==> src/rtl/pll_reset_pkg.sv <==
// Shared types and widths for the PLL reset sequencer and its helpers.
// Holds the sequencer state encoding, the shared counter width and the loss-count width.
package pll_reset_pkg;

  localparam int CNT_W  = 16;
  localparam int LOSS_W = 8;

  typedef enum logic [1:0] {
    WAIT_LOCK = 2'd0,
    STABILIZE = 2'd1,
    HOLD      = 2'd2,
    RUN       = 2'd3
  } state_e;

endpackage

==> src/rtl/sync_ff2.sv <==
// Two-flop synchroniser for a single asynchronous input.
// Both flops clear to 0 on the synchronous reset.
module sync_ff2 (
  input  logic clock,
  input  logic reset,
  input  logic d_i,
  output logic q_o
);

  logic meta_q;
  logic sync_q;

  always_ff @(posedge clock) begin
    if (reset) begin
      meta_q <= 1'b0;
      sync_q <= 1'b0;
    end else begin
      meta_q <= d_i;
      sync_q <= meta_q;
    end
  end

  assign q_o = sync_q;

endmodule

==> src/rtl/pll_reset_seq.sv <==
// Holds downstream logic in reset until the PLL lock has been stable for a
// programmable time, then releases it; any captured lock drop restarts the sequence.
module pll_reset_seq
  import pll_reset_pkg::*;
#(
  parameter int LOCK_STABLE_CYCLES = 4800,
  parameter int RESET_HOLD_CYCLES  = 16
) (
  input  logic              clock,
  input  logic              reset,
  input  logic              pll_locked,
  output logic              sys_reset,
  output logic              ready,
  output logic              lock_loss,
  output logic [LOSS_W-1:0] lock_loss_count,
  output state_e            dbg_state
);

  localparam logic [CNT_W-1:0] STABLE_LAST = CNT_W'(LOCK_STABLE_CYCLES - 1);
  localparam logic [CNT_W-1:0] HOLD_LAST   = CNT_W'(RESET_HOLD_CYCLES - 1);

  logic              locked_s;
  state_e            state_q, state_d;
  logic [CNT_W-1:0]  cnt_q, cnt_d;
  logic              loss_d;
  logic              lock_loss_q;
  logic [LOSS_W-1:0] loss_cnt_q, loss_cnt_d;
  logic              sys_reset_q;
  logic              ready_q;

  sync_ff2 u_lock_sync (
    .clock (clock),
    .reset (reset),
    .d_i   (pll_locked),
    .q_o   (locked_s)
  );

  // A low locked_s always wins over the counter reaching its terminal value.
  always_comb begin
    state_d = state_q;
    cnt_d   = cnt_q;
    loss_d  = 1'b0;
    case (state_q)
      WAIT_LOCK: begin
        cnt_d = '0;
        if (locked_s) state_d = STABILIZE;
      end
      STABILIZE: begin
        if (!locked_s) begin
          state_d = WAIT_LOCK;
        end else if (cnt_q == STABLE_LAST) begin
          state_d = HOLD;
          cnt_d   = '0;
        end else begin
          cnt_d = cnt_q + CNT_W'(1);
        end
      end
      HOLD: begin
        if (!locked_s) begin
          state_d = WAIT_LOCK;
        end else if (cnt_q == HOLD_LAST) begin
          state_d = RUN;
        end else begin
          cnt_d = cnt_q + CNT_W'(1);
        end
      end
      RUN: begin
        if (!locked_s) begin
          state_d = WAIT_LOCK;
          loss_d  = 1'b1;
        end
      end
      default: state_d = WAIT_LOCK;
    endcase
  end

  always_comb begin
    loss_cnt_d = loss_cnt_q;
    if (loss_d && (loss_cnt_q != {LOSS_W{1'b1}})) loss_cnt_d = loss_cnt_q + LOSS_W'(1);
  end

  // Outputs are registered from state_q, giving one extra cycle of latency
  // after the synchroniser and the state register.
  always_ff @(posedge clock) begin
    if (reset) begin
      state_q     <= WAIT_LOCK;
      cnt_q       <= '0;
      lock_loss_q <= 1'b0;
      loss_cnt_q  <= '0;
      sys_reset_q <= 1'b1;
      ready_q     <= 1'b0;
    end else begin
      state_q     <= state_d;
      cnt_q       <= cnt_d;
      lock_loss_q <= loss_d;
      loss_cnt_q  <= loss_cnt_d;
      sys_reset_q <= (state_q != RUN);
      ready_q     <= (state_q == RUN);
    end
  end

  assign sys_reset       = sys_reset_q;
  assign ready           = ready_q;
  assign lock_loss       = lock_loss_q;
  assign lock_loss_count = loss_cnt_q;
  assign dbg_state       = state_q;

endmodule

==> config.mk <==
export PLATFORM = sky130hd
export DESIGN_NAME = pll_reset_seq
export DESIGN_NICKNAME = d
export VERILOG_FILES = /design/src/rtl/pll_reset_pkg.sv /design/src/rtl/sync_ff2.sv /design/src/rtl/pll_reset_seq.sv
export SDC_FILE = /design/constraint.sdc
export NUM_CORES = 1
export LEC_CHECK = 0
export ABC_AREA = 1
export ABC_CLOCK_PERIOD_IN_PS = 1620
export CORE_ASPECT_RATIO = 0.75
export CORE_MARGIN = 3
export CORE_UTILIZATION = 46
export CTS_CLUSTER_DIAMETER = 40
export CTS_CLUSTER_SIZE = 16
export DETAILED_ROUTE_END_ITERATION = 7
export PLACE_DENSITY = 0.66
export REMOVE_ABC_BUFFERS = 1
export SYNTH_ARGS = -nofsm -noshare
export SYNTH_HDL_FRONTEND = slang
export SYNTH_HIERARCHICAL = 1
export SYNTH_SLANG_ARGS = --single-unit
export TNS_END_PERCENT = 100
==> constraint.sdc <==
create_clock -name clock -period 1.62 [get_ports clock]
set_input_delay 0.324 -clock clock [delete_from_list [all_inputs] [get_ports clock]]
set_output_delay 0.324 -clock clock [all_outputs]
set_load 0.03 [all_outputs]
======== After elaboration in Yosys (flattened, before gate mapping) ========
Cells that the tools add are included.
word-level totals
  register bits ........................... 31
  memories kept ........................... 0
  RAM bits ................................ 0
  bits in read-only memories .............. 0
  output and inout port bits .............. 13
  latch bits .............................. 0
operators by class
  equality and inequality tests ........... 14
  divide/modulo/power cells ............... 0
  magnitude comparators ................... 0
  add/subtract/negate cells ............... 2
  muxes and demuxes ....................... 14
  shift operators ......................... 0
  bitwise operators ....................... 0
  multipliers ............................. 0
  reduce and logical (&&, ||, !) cells .... 5
operators by type and width
  cell                   number
  $mux 16                4
  $pmux 16 s3            1
  $add 16x1->16 const B  1
  $eq 16x13->1 const B   1
  $eq 16x4->1 const B    1
  $mux 2                 6
  $add 8x1->8 const B    1
  $ne 8x8->1 const B     1
  $pmux 2 s4             1
  $reduce_and 4->1       2
  $ne 2x1->1 const B     3
  $ne 2x2->1 const B     3
  $ne 3x3->1 const B     2
  $eq 2x2->1 const B     2
  $reduce_bool 3->1      1
  $eq 2x1->1 const B     1
  $logic_not 2->1        1
  $mux 1                 2
  $logic_and 1x1->1      1

======== Longest topological paths before layout ========
  depth in word-level cells ............... 4
  gate-level depth with buffers ........... 14
  depth with buffers taken out ............ 13

======== Cells and area by module ========
The synthesis kept the hierarchy.
by module, submodules not included
  module         cells each  area an instance (um^2)  seq. area each (um^2)  instances
  pll_reset_seq  268         1,727.9                  580.6                  1
  sync_ff2       6           55.1                     40.0                   1

======== Worst setup path after synthesis ========
OpenSTA, ideal clock, no wires.
  kind .................................... flip-flop to flip-flop
  start point ............................. reg state_q[0], in the netlist dbg_state[0]
  end point ............................... reg cnt_q[13]
  data required time ...................... 1.504 ns
  period minus slack after synthesis ...... 1.899 ns
  path buffers ............................ 1
  cell stages (with the launch flop) ...... 14
  slack ................................... -0.279 ns
  arrival ................................. 1.783 ns
  setup time .............................. 0.116 ns
  cell sequence ........................... dfxtp_1 -> inv_1 -> ha_1 -> inv_1 -> nand2_1 -> inv_1 -> nor2_1 -> nor2_4 -> nand2_4 -> inv_2 -> nand2_2 -> nand2_2 -> buf_6 -> nor2_1
on the way
  cells in the longest elaborated chain, start to end .. 3
  elaborated cells on any way between the ends .. 9
  those cells by class .................... 5 x eq/ne; 1 x mux; 3 x reduce/logical
ends and longest elaborated chain
  item                                                       RTL line             text
  start, declared                                            pll_reset_seq.sv:23  state_e state_q, state_d;
  start signal, assigned                                     pll_reset_seq.sv:93  state_q <= state_d;
  $eq 2x1->1, or another cell as far along                   pll_reset_seq.sv:43  case (state_q)
  $ne 2x1->1 (no source line), or another cell as far along  -
  $reduce_and 4->1 (no source line)                          -
  end signal, assigned                                       pll_reset_seq.sv:94  cnt_q <= cnt_d;
  end, declared                                              pll_reset_seq.sv:24  logic [CNT_W-1:0] cnt_q, cnt_d;
Parallel ways exist; a longest one is shown, timed or not.
A chain may end at the register's enable or synchronous reset.

======== Final worst setup path ========
  start point ............................. reg lock_loss_q, in the netlist lock_loss
  end point ............................... out lock_loss
RTL lines
  item                    RTL line             text
  start, declared         pll_reset_seq.sv:26  logic lock_loss_q;
  start signal, assigned  pll_reset_seq.sv:95  lock_loss_q <= loss_d;
  end, declared           pll_reset_seq.sv:14  output logic lock_loss,
No word-level cell between the ends.

==> results.sh <==
export IMPL_cts_root_buf="clkbuf_8"
export IMPL_fin_util=0.708
export IMPL_hold_viol=0
export IMPL_cp_max_fo=1
export IMPL_ys_ff_latch=31
export IMPL_dr_pass1_iters=5
export IMPL_design_area_sq_um=2470
export IMPL_clockPowerShare=0.220
export IMPL_io_pins=16
export IMPL_dr_first_iter_drc_count=96
export IMPL_layout_commonest_cell="nand2_1"
export IMPL_synthesis_area_sq_um=1780
export IMPL_grt_overflow=0
export IMPL_max_cap_viol_count=0
export IMPL_place_area_sq_um=2180
export IMPL_avgSynthCellArea_sq_um=6.51
export IMPL_ys_warn_count=6
export IMPL_die_area_sq_um=4670
export IMPL_cp_data_required_time_ps=1300
export IMPL_place_gp_congestion=0.835
export IMPL_fillers=295
export IMPL_num_nets_final=340
export IMPL_grt_pass1_vias=1613
export IMPL_cts_buffers_inserted=5
export IMPL_drive_above_1_share=0.273
export IMPL_clk_latency_ps=290
export IMPL_fmax_mhz=635
export IMPL_start_util=0.511
export IMPL_ant_nets=0
export IMPL_p_sw_frac=0.389
export IMPL_worst_slew_pin_slew_ps=344
export IMPL_wl_per_cell_um=12.4
export IMPL_wl_um=4700
export IMPL_cp_end_kind="output pin"
export IMPL_cts_tree="done"
export IMPL_clock_path_buffers=2
export IMPL_diodes=0
export IMPL_arrival_ps=1250
export IMPL_pwr_share_comb=0.503
export IMPL_cts_hold_buf=0
export IMPL_synth_distinct_cells=27
export IMPL_leakage_nw=1.14
export IMPL_drcViolationCount=0
export IMPL_cpLargestDelayFamily="buffers and inverters"
export IMPL_crit_slowest_cell="clkdlybuf4s50_1"
export IMPL_setup_viol_count_final=0
export IMPL_setup_slack_ps=44.6
export IMPL_dpl_hpwl_um=3330
export IMPL_slew_viol_final=0
export IMPL_stdcell_count=380
export IMPL_maxSlewHeadroom=0.769
export IMPL_final_seq_area_sq_um=629
export IMPL_intPower_mw=1.91
export IMPL_multiInputGateArea_sq_um=1090
export IMPL_fin_worst_hold_slack_ps=436
export IMPL_ir_worst_vdd_mv=0.664
export IMPL_min_period_ps=1580
export IMPL_cts_max_level=2
export IMPL_status="finished, final reports clean"
export IMPL_grt_max_degree=10
export IMPL_ys_seq_area_frac=0.348
export IMPL_skew_ps=7.60
export IMPL_clk_pin_slew_ps=70
export IMPL_setup_tns_ps=0
export IMPL_slowest_delay_ps=660
export IMPL_place_inst=362
export IMPL_rsz0062_at_grt="true"
export IMPL_hold_class="flip-flop to flip-flop"
export IMPL_row_count=18
export IMPL_syn_to_final_growth_pct=38.7
export IMPL_path_class="flip-flop to output pin"
export IMPL_cp_start_kind="flip-flop"
export IMPL_pre_cts_ws_ps=-81.7
export IMPL_fin_total_pwr_mw=3.12
export IMPL_track_usage=0.213
export IMPL_via_count=1870
export IMPL_coreArea_sq_um=3490
export IMPL_cts_sinks=31
export IMPL_finalCritPeriodShare=0.972
export IMPL_vias_per_cell=4.92
export IMPL_chipHeight_um=59.9
export IMPL_p_sw_mw=1.21
export IMPL_crit_chain="clkdlybuf4s50_1"
export IMPL_syn_inst=274
export IMPL_grt_pass1_wl_um=7580
export IMPL_layout_common_cells="64 x nand2_1, 48 x nor2_1, 34 x inv_1"
export IMPL_power_density_nw_per_um2=1260
export IMPL_antenna_found_initial=0
export IMPL_fp_dieW_um=77.9
export IMPL_p_seq_frac=0.277
export IMPL_portBuffers=15
export IMPL_critPathBufInv=1
[final cells by class]
type	count	area share
clock buffers	8	0.0405
inverters	41	0.0633
multi-input cells	199	0.441
flip-flops and latches	31	0.255
well taps	50	0.0253
repair buffers	51	0.176
[worst paths after layout]
path | to | cells after the start | startpoint | slack, ps
worst max-delay path | lock_loss | 1 | lock_loss | 40
worst min-delay path | u_lock_sync/q_o | 2 | u_lock_sync/meta_q | 440
worst max register to register | cnt_q[15] | 12 | dbg_state[1] | 60
worst min register to register | u_lock_sync/q_o | 2 | u_lock_sync/meta_q | 440
[kinds of logic after synthesis]
| family | Yosys count | share of synthesized area |
|---|---|---|
| AOI/OAI and AO/OA | 26 | 0.0814 |
| DFF | 31 | 0.348 |
| adders and majority gates | 8 | 0.0561 |
| and+or+nand+nor | 159 | 0.386 |
| buffers and inverters | 46 | 0.108 |
| muxes | 1 | 0.00561 |
| xor gates and xnor gates | 3 | 0.0147 |
[synth_stat cells, drive strengths merged]
cell type	instances	area (sq um)
nand2	71	282
o21ai	12	63.8
clkbuf	1	3.75
nand4	6	37.5
o21bai	3	22.5
ha	8	100
dfxtp	31	621
nand3b	1	7.51
mux2i	1	10.0
nor2	60	245
or2	1	6.26
a21oi	11	58.8
nor3	1	5.00
inv	41	154
buf	4	35.0
nand3	19	105
xnor2	3	26.3
[power groups by stage]
stage | Combinational, mW | Clock [mW] | Sequential (mW)
CTS | 1.33 | 0.697 | 0.849
global route | 1.70 | 0.748 | 0.873
detailed placement | 1.23 | 0 | 0.861
finish | 1.57 | 0.686 | 0.864
global placement | 1.21 | 0 | 0.859
floorplan | 0.567 | 0 | 0.936
[registers in the layout, summed over array words and instances (netlist names)]
signal	count
u_lock_sync/q_o	1
lock_loss	1
dbg_state	2
u_lock_sync/meta_q	1
sys_reset	1
lock_loss_count	8
cnt_q	16
ready	1
[metal layers]
| layer | vias up | part of all wire | GRT usage |
|---|---|---|---|
| li1 | 964 | - | - |
| met1 | 827 | 0.49 | 0.317 |
| met2 | 75 | 0.41 | 0.290 |
| met3 | 4 | 0.092 | 0.0693 |
| met4 | 0 | 0.0075 | 0.0599 |
| met5 | - | 0 | 0 |
[timing repair]
action | 4_1_cts | 5_1_grt
gates cloned | 2 | 0
endpoints found under the setup margin | 27 | 22
pin swaps | 5 | 16
gates resized for setup | 17 | 42
setup buffers | 3 | 5
(Power assumes the default switching activity.)
